## src/rtl/csa_arb_pkg.sv

```systemverilog
// rtl/csa_arb_pkg.sv - shared constants and operand/response records for csa_add_arbiter
// Contents:
//    W         operand width of the shared adder slice
//    NREQ_DEF  default number of requesters
//    IDW_MAX   id field width wide enough for the largest supported NREQ (8)
//    op_t      stage-1 operand record {a, b, id}
//    rsp_t     stage-2 response record {sum, cout, id}
package csa_arb_pkg;

   localparam int W        = 9;
   localparam int NREQ_DEF = 4;
   localparam int NREQ_MAX = 8;
   localparam int IDW_MAX  = $clog2(NREQ_MAX);

   typedef struct packed {
      logic [W-1:0]       a;
      logic [W-1:0]       b;
      logic [IDW_MAX-1:0] id;
   } op_t;

   typedef struct packed {
      logic [W-1:0]       sum;
      logic               cout;
      logic [IDW_MAX-1:0] id;
   } rsp_t;

endpackage

```

## src/rtl/csa_adder9.sv

```systemverilog
// rtl/csa_adder9.sv - 9-bit carry-select adder leaf slice
// Ports:
//    i_a, i_b   W-bit operands
//    i_cin      carry in
//    o_sum      (a+b+cin) mod 2^W
//    o_cout     carry out of bit W-1
module csa_adder9
   import csa_arb_pkg::*;
(
   input  logic [W-1:0] i_a,
   input  logic [W-1:0] i_b,
   input  logic         i_cin,
   output logic [W-1:0] o_sum,
   output logic         o_cout
);

   localparam int LO = 4;
   localparam int HI = W - LO;

   logic [LO:0] w_lo;
   logic [HI:0] w_hi0;
   logic [HI:0] w_hi1;

   // Low block ripples; the high block is computed for both possible carries
   // and the low block's carry picks one.
   assign w_lo  = {1'b0, i_a[LO-1:0]} + {1'b0, i_b[LO-1:0]} + {{LO{1'b0}}, i_cin};
   assign w_hi0 = {1'b0, i_a[W-1:LO]} + {1'b0, i_b[W-1:LO]};
   assign w_hi1 = {1'b0, i_a[W-1:LO]} + {1'b0, i_b[W-1:LO]} + {{HI{1'b0}}, 1'b1};

   assign o_sum[LO-1:0]         = w_lo[LO-1:0];
   assign {o_cout, o_sum[W-1:LO]} = w_lo[LO] ? w_hi1 : w_hi0;

endmodule

```

## src/rtl/rr_arbiter.sv

```systemverilog
// rtl/rr_arbiter.sv - combinational round-robin grant selection
// Ports:
//    i_req      request bits, one per requester
//    i_en       grant enable; no grant when low
//    i_ptr      highest-priority requester index for this cycle
//    o_gnt      one-hot grant
//    o_gnt_idx  index of the granted requester
//    o_any      a grant was issued
module rr_arbiter #(
   parameter int NREQ = 4,
   parameter int IDW  = 2
) (
   input  logic [NREQ-1:0] i_req,
   input  logic            i_en,
   input  logic [IDW-1:0]  i_ptr,
   output logic [NREQ-1:0] o_gnt,
   output logic [IDW-1:0]  o_gnt_idx,
   output logic            o_any
);

   logic [IDW-1:0] w_idx;

   // Scan ptr, ptr+1, ... with wrap; the first active request wins.
   always_comb begin
      o_gnt     = '0;
      o_gnt_idx = '0;
      o_any     = 1'b0;
      w_idx     = '0;
      if (i_en) begin
         for (int k = 0; k < NREQ; k++) begin
            w_idx = IDW'((int'(i_ptr) + k) % NREQ);
            if (!o_any && i_req[w_idx]) begin
               o_gnt[w_idx] = 1'b1;
               o_gnt_idx    = w_idx;
               o_any        = 1'b1;
            end
         end
      end
   end

endmodule

```

## src/rtl/csa_add_arbiter.sv

```systemverilog
// rtl/csa_add_arbiter.sv - round-robin shared 9-bit adder with two-stage pipeline
// Ports:
//    i_clk, i_rst             clock, synchronous active-high reset
//    i_req_valid/o_req_ready  per-requester handshake
//    i_req_a, i_req_b         packed operands, requester i at [i*W +: W]
//    o_rsp_valid/i_rsp_ready  response handshake
//    o_rsp_id                 requester that issued the response
//    o_rsp_sum, o_rsp_cout    (a+b) mod 2^W and its carry out
//    o_ops_done               saturating count of accepted responses
module csa_add_arbiter
   import csa_arb_pkg::*;
#(
   parameter int NREQ = NREQ_DEF,
   parameter int IDW  = $clog2(NREQ),
   parameter int CNTW = 16
) (
   input  logic              i_clk,
   input  logic              i_rst,
   input  logic [NREQ-1:0]   i_req_valid,
   input  logic [NREQ*W-1:0] i_req_a,
   input  logic [NREQ*W-1:0] i_req_b,
   output logic [NREQ-1:0]   o_req_ready,
   output logic              o_rsp_valid,
   output logic [IDW-1:0]    o_rsp_id,
   output logic [W-1:0]      o_rsp_sum,
   output logic              o_rsp_cout,
   input  logic              i_rsp_ready,
   output logic [CNTW-1:0]   o_ops_done
);

   logic            r_s1_valid;
   op_t             r_s1_op;
   logic            r_rsp_valid;
   rsp_t            r_rsp;
   logic [IDW-1:0]  r_ptr;
   logic [CNTW-1:0] r_ops_done;

   logic            w_s2_adv;
   logic            w_s1_adv;
   logic            w_arb_en;
   logic [NREQ-1:0] w_gnt;
   logic [IDW-1:0]  w_gnt_idx;
   logic            w_accept;
   op_t             w_op;
   logic [W-1:0]    w_sum;
   logic            w_cout;
   logic            w_unused_id;

   assign w_s2_adv = !r_rsp_valid || i_rsp_ready;
   assign w_s1_adv = !r_s1_valid || w_s2_adv;
   // Holding the grant off during reset keeps req_ready low in the reset cycle.
   assign w_arb_en = w_s1_adv && !i_rst;

   rr_arbiter #(
      .NREQ (NREQ),
      .IDW  (IDW)
   ) u_arb (
      .i_req     (i_req_valid),
      .i_en      (w_arb_en),
      .i_ptr     (r_ptr),
      .o_gnt     (w_gnt),
      .o_gnt_idx (w_gnt_idx),
      .o_any     (w_accept)
   );

   assign o_req_ready = w_gnt;

   always_comb begin
      w_op    = '0;
      w_op.a  = i_req_a[int'(w_gnt_idx)*W +: W];
      w_op.b  = i_req_b[int'(w_gnt_idx)*W +: W];
      w_op.id = IDW_MAX'(w_gnt_idx);
   end

   csa_adder9 u_add (
      .i_a    (r_s1_op.a),
      .i_b    (r_s1_op.b),
      .i_cin  (1'b0),
      .o_sum  (w_sum),
      .o_cout (w_cout)
   );

   always_ff @(posedge i_clk) begin
      if (i_rst) begin
         r_s1_valid  <= 1'b0;
         r_s1_op     <= '0;
         r_rsp_valid <= 1'b0;
         r_rsp       <= '0;
         r_ptr       <= '0;
         r_ops_done  <= '0;
      end else begin
         if (w_s1_adv) begin
            r_s1_valid <= w_accept;
            if (w_accept) begin
               r_s1_op <= w_op;
            end
         end
         if (w_s2_adv) begin
            r_rsp_valid <= r_s1_valid;
            r_rsp.sum   <= w_sum;
            r_rsp.cout  <= w_cout;
            r_rsp.id    <= r_s1_op.id;
         end
         if (w_accept) begin
            r_ptr <= (int'(w_gnt_idx) == NREQ - 1) ? '0 : w_gnt_idx + 1'b1;
         end
         if (r_rsp_valid && i_rsp_ready && (r_ops_done != {CNTW{1'b1}})) begin
            r_ops_done <= r_ops_done + 1'b1;
         end
      end
   end

   assign o_rsp_valid = r_rsp_valid;
   assign o_rsp_id    = r_rsp.id[IDW-1:0];
   assign o_rsp_sum   = r_rsp.sum;
   assign o_rsp_cout  = r_rsp.cout;
   assign o_ops_done  = r_ops_done;

   // Id field is sized for the largest requester count; upper bits idle here.
   assign w_unused_id = ^r_rsp.id;

endmodule
```

## config.mk

```make
export PLATFORM = sky130hd
export DESIGN_NAME = csa_add_arbiter
export DESIGN_NICKNAME = d
export VERILOG_FILES = /design/src/rtl/csa_arb_pkg.sv /design/src/rtl/csa_adder9.sv /design/src/rtl/rr_arbiter.sv /design/src/rtl/csa_add_arbiter.sv
export SDC_FILE = /design/constraint.sdc
export NUM_CORES = 1
export LEC_CHECK = 0
export ABC_AREA = 1
export CORE_MARGIN = 1.5
export CORE_UTILIZATION = 50
export DETAILED_ROUTE_END_ITERATION = 7
export PLACE_DENSITY_LB_ADDON = 0.12
export SLEW_MARGIN = 20
export SYNTH_ARGS = -nofsm -noshare
export SYNTH_HDL_FRONTEND = slang
export SYNTH_HIERARCHICAL = 1
export SYNTH_SLANG_ARGS = --single-unit
```

## constraint.sdc

```tcl
create_clock -name i_clk -period 6.6 [get_ports i_clk]
set_clock_uncertainty 0.1 [all_clocks]
set_input_delay 1.98 -clock i_clk [delete_from_list [all_inputs] [get_ports i_clk]]
set_output_delay 1.98 -clock i_clk [all_outputs]
set_load 0.01 [all_outputs]
```

==> run_results.csv <==
group,metric,value,unit
setup_path,r2r-end,"r_s1_op[16]",
route,totalWireLength,9090,µm
outcome,outcome,"finished, final reports clean",
setup_path,path_cells,"clkdlybuf4s50_1 > inv_1 > nand2_1 > nand3_2 > nand2_2 > nor2_4 > nand3_1 > nand3_1 > nand2_1 > inv_1 > clkdlybuf4s50_1",
setup_path,ff2ff_path_depth,16,
timing,fin_ws,0.604,ns
setup_path,crit_family,"buffers and inverters",
route,drcViolationCount,0,
route,via_per_inst,5.03,
floorplan,die-area,8210,µm²
yosys,syn_area,3840,µm²
placement,pre_cts_ws,0.631,ns
route,wl_per_cell,11.2,µm
timing,tns,0,ns
setup_path,path_class,"in2out",
route,first_pass_iters,5,
floorplan,die-width,90.6,µm
yosys,synth.distinct_cells,34,
setup_path,crit_path_end_kind,"primary output",
setup_path,slowest_delay,0.53,ns
timing,fin_crit_sh,0.909,
yosys,syn_area_per_cell,6.23,µm²
route,antenna_left,0,
clock_tree,cts_max_path_buffers,2,
cells_and_area,final_nets,812,
clock_tree,cts_tree,"yes",
clock_tree,postCtsSetupBuffers,0,
yosys,yosysSeqAreaShare,0.271,
setup_path,r2r_setup_slack,2.59,ns
setup_path,worstPathMaxFanout,11,
setup_path,path_buf_inv,4,
clock_tree,cts-htree-levels,2,
power,ir_drop,0.114,mV
clock_tree,path_clk_slew,0.10,ns
cells_and_area,diodes,0,
clock_tree,hold_buffers,0,
yosys,post_synth_inst_count,616,
setup_path,crit-reg2reg-launch,"r_ptr[0]",
timing,period_needed,6.00,ns
yosys,synth_common_cells,"nor2_1 (166), nand2_1 (101), o21ai_0 (77)",
cells_and_area,drive_gt1_frac,0.0687,
setup_path,cp.required,4.52,ns
clock_tree,cts-resized-gates,0,
clock_tree,clkSinkCount,52,
cells_and_area,area_delta_synth_final,31.7,%
clock_tree,cts_root_buffer,"clkbuf_8",
timing,rsz0062_at_grt,"no",
hold_path,holdPathStages,2,
placement,gp_congestion,0.865,
flow_run,drv_cap,0,
setup_path,slowest_stage,"clkdlybuf4s50_1",
yosys,synthMostInstantiatedCell,"nor2_1",
floorplan,chipHeight,90.6,µm
power,power.density,250,nW/µm²
clock_tree,clk_latency,0.31,ns
setup_path,worstPathArrival,3.92,ns
yosys,synth-main-ff-cell,"dfxtp_1",
route,via_count,4085,
hold_path,worstHoldStart,"r_s1_valid",
timing,worst_pin_slew,0.974,ns
timing,hold_viol,0,
floorplan,core_area,7330,µm²
timing,max_freq,167,MHz
yosys,async_flop_share,0,
grt,grt_antenna_before_repair,0,
grt,grt_usage,0.225,
hold_path,holdPathEnd,"o_rsp_valid",
yosys,synth_area_leaders,"dfxtp_1 (27%), nor2_1 (16%), o21ai_0 (10%)",
floorplan,initial_core_util,0.523,
grt,first_global_vias,3734,
yosys,synth_edf_count,0,
yosys,synth_seq_cells,52,
hold_path,hold_class,"reg2reg",
route,drt_iter0_markers,151,
timing,finalMaxSlewViolations,0,
grt,grt_pass1_wl,15700,µm
yosys,synth_top_cell_area_share,0.271,
placement,portBuffers,111,
power,p_leak,2.22,nW
floorplan,ios,112,
clock_tree,numCtsBuffers,5,
yosys,ys_warn_count,6,
yosys,synth_nets,716,
yosys,synth_top_cell_by_area,"dfxtp_1",
timing,slew_headroom,0.350,
grt,overflow,0,
placement,dp_hpwl,7050,µm
setup_path,critPathLaunchType,"input pin",
floorplan,row_count,31,
timing,setup_viol,0,
grt,grt_max_degree,49,
[layer usage]
| layer | part of all wire | GRT usage | vias up |
|---|---|---|---|
| met2 | 0.44 | 0.375 | 146 |
| li1 | - | - | 2151 |
| met3 | 0.069 | 0.0497 | 16 |
| met5 | 0 | 0 | - |
| met1 | 0.47 | 0.288 | 1772 |
| met4 | 0.018 | 0.0714 | 0 |
[per-stage QoR]
step / hold slack, ns / instances / cell area (µm²) / power (mW) / util
floorplan: 0.341 / 616 / 3840 / 0.891 / -
global placement: 0.361 / 804 / 4960 / 1.06 / 0.677
detailed placement: 0.359 / 804 / 4960 / 1.08 / 0.677
CTS: 0.380 / 812 / 5050 / 1.27 / 0.689
global route: 0.411 / 812 / 5050 / 1.39 / 0.689
finish: 0.368 / 812 / 5050 / 1.26 / 0.689
[final cells by class]
type	count	area, µm²
Clock inverter	1	7.51
Clock buffer	7	86.3
Timing Repair Buffer	113	1130
Tap cell	99	124
Multi-Input combinational cell	484	2460
Inverter	56	210
Sequential cell	52	1040
Fill cell	640	2280
[placed cells by master (no fill, tap or decap), types with 2 or more instances in the layout]
master           netlist  routed
o21ai_0               77      77
clkdlybuf4s50_1        0     111
ha_1                  18      18
xor2_1                 6       6
nor2_1               166     165
inv_2                  3       3
o21ai_1               12      12
nand4_1                8       8
clkbuf_8               0       6
nand3_1               29      29
buf_4                  4       2
nand3_2                3       3
nand2_2               15      15
inv_1                 52      52
nand2_4                4       4
xnor2_1                2       2
dfxtp_1               52      52
a21boi_0               4       4
nor2_4                 7       7
nor3_1                 2       2
nand2_1              101     101
a21oi_1               16      16
fa_1                   3       3
nor2_2                 5       6
[state kept, by name, indices dropped and copies added, names as in the netlist]
register,count
o_ops_done,16
o_rsp_cout,1
o_rsp_id,2
o_rsp_sum,9
o_rsp_valid,1
r_ptr,2
r_s1_op,20
r_s1_valid,1
[worst max path at each step]
stage,startpoint,endpoint,slack (ns),cells after the start
floorplan,i_req_valid[3],o_req_ready[2],1.73,10
global placement,i_req_valid[3],o_req_ready[0],0.73,11
detailed placement,i_req_valid[3],o_req_ready[2],0.63,11
CTS,i_req_valid[1],o_req_ready[2],0.63,11
global route,i_req_valid[1],o_req_ready[2],0.40,11
finish,i_req_valid[3],o_req_ready[2],0.60,11
[worst reg2reg max path, stage by stage (launching register included)]
cell      delay [ns]
dfxtp_1         0.57
inv_2           0.19
ha_1            0.39
inv_1           0.09
nand3_1         0.10
nand2_1         0.07
nor2_2          0.20
inv_1           0.09
nand3_1         0.09
nand2_1         0.07
nor2_2          0.07
buf_4           0.33
clkinv_1        0.79
o21ai_0         0.42
o21ai_0         0.17
nor2_1          0.12
nor2_1          0.05
[kinds of logic after synthesis]
| logic type | count (synthesis) | synth area share |
|---|---|---|
| compound gates | 111 | 0.149 |
| xor+xnor | 8 | 0.0183 |
| fa+ha+maj | 21 | 0.0743 |
| buf+inv | 80 | 0.0887 |
| flops | 52 | 0.271 |
| other cells | 1 | 0.000977 |
| simple gates | 343 | 0.398 |
[power by group]
part           switching (mW)  total [mW]  internal (mW)
Clock                   0.105       0.190         0.0854
Combinational           0.394       0.670          0.277
Sequential             0.0365       0.404          0.367
Total                   0.535        1.26          0.729
Power figures use the tool's default switching activity.
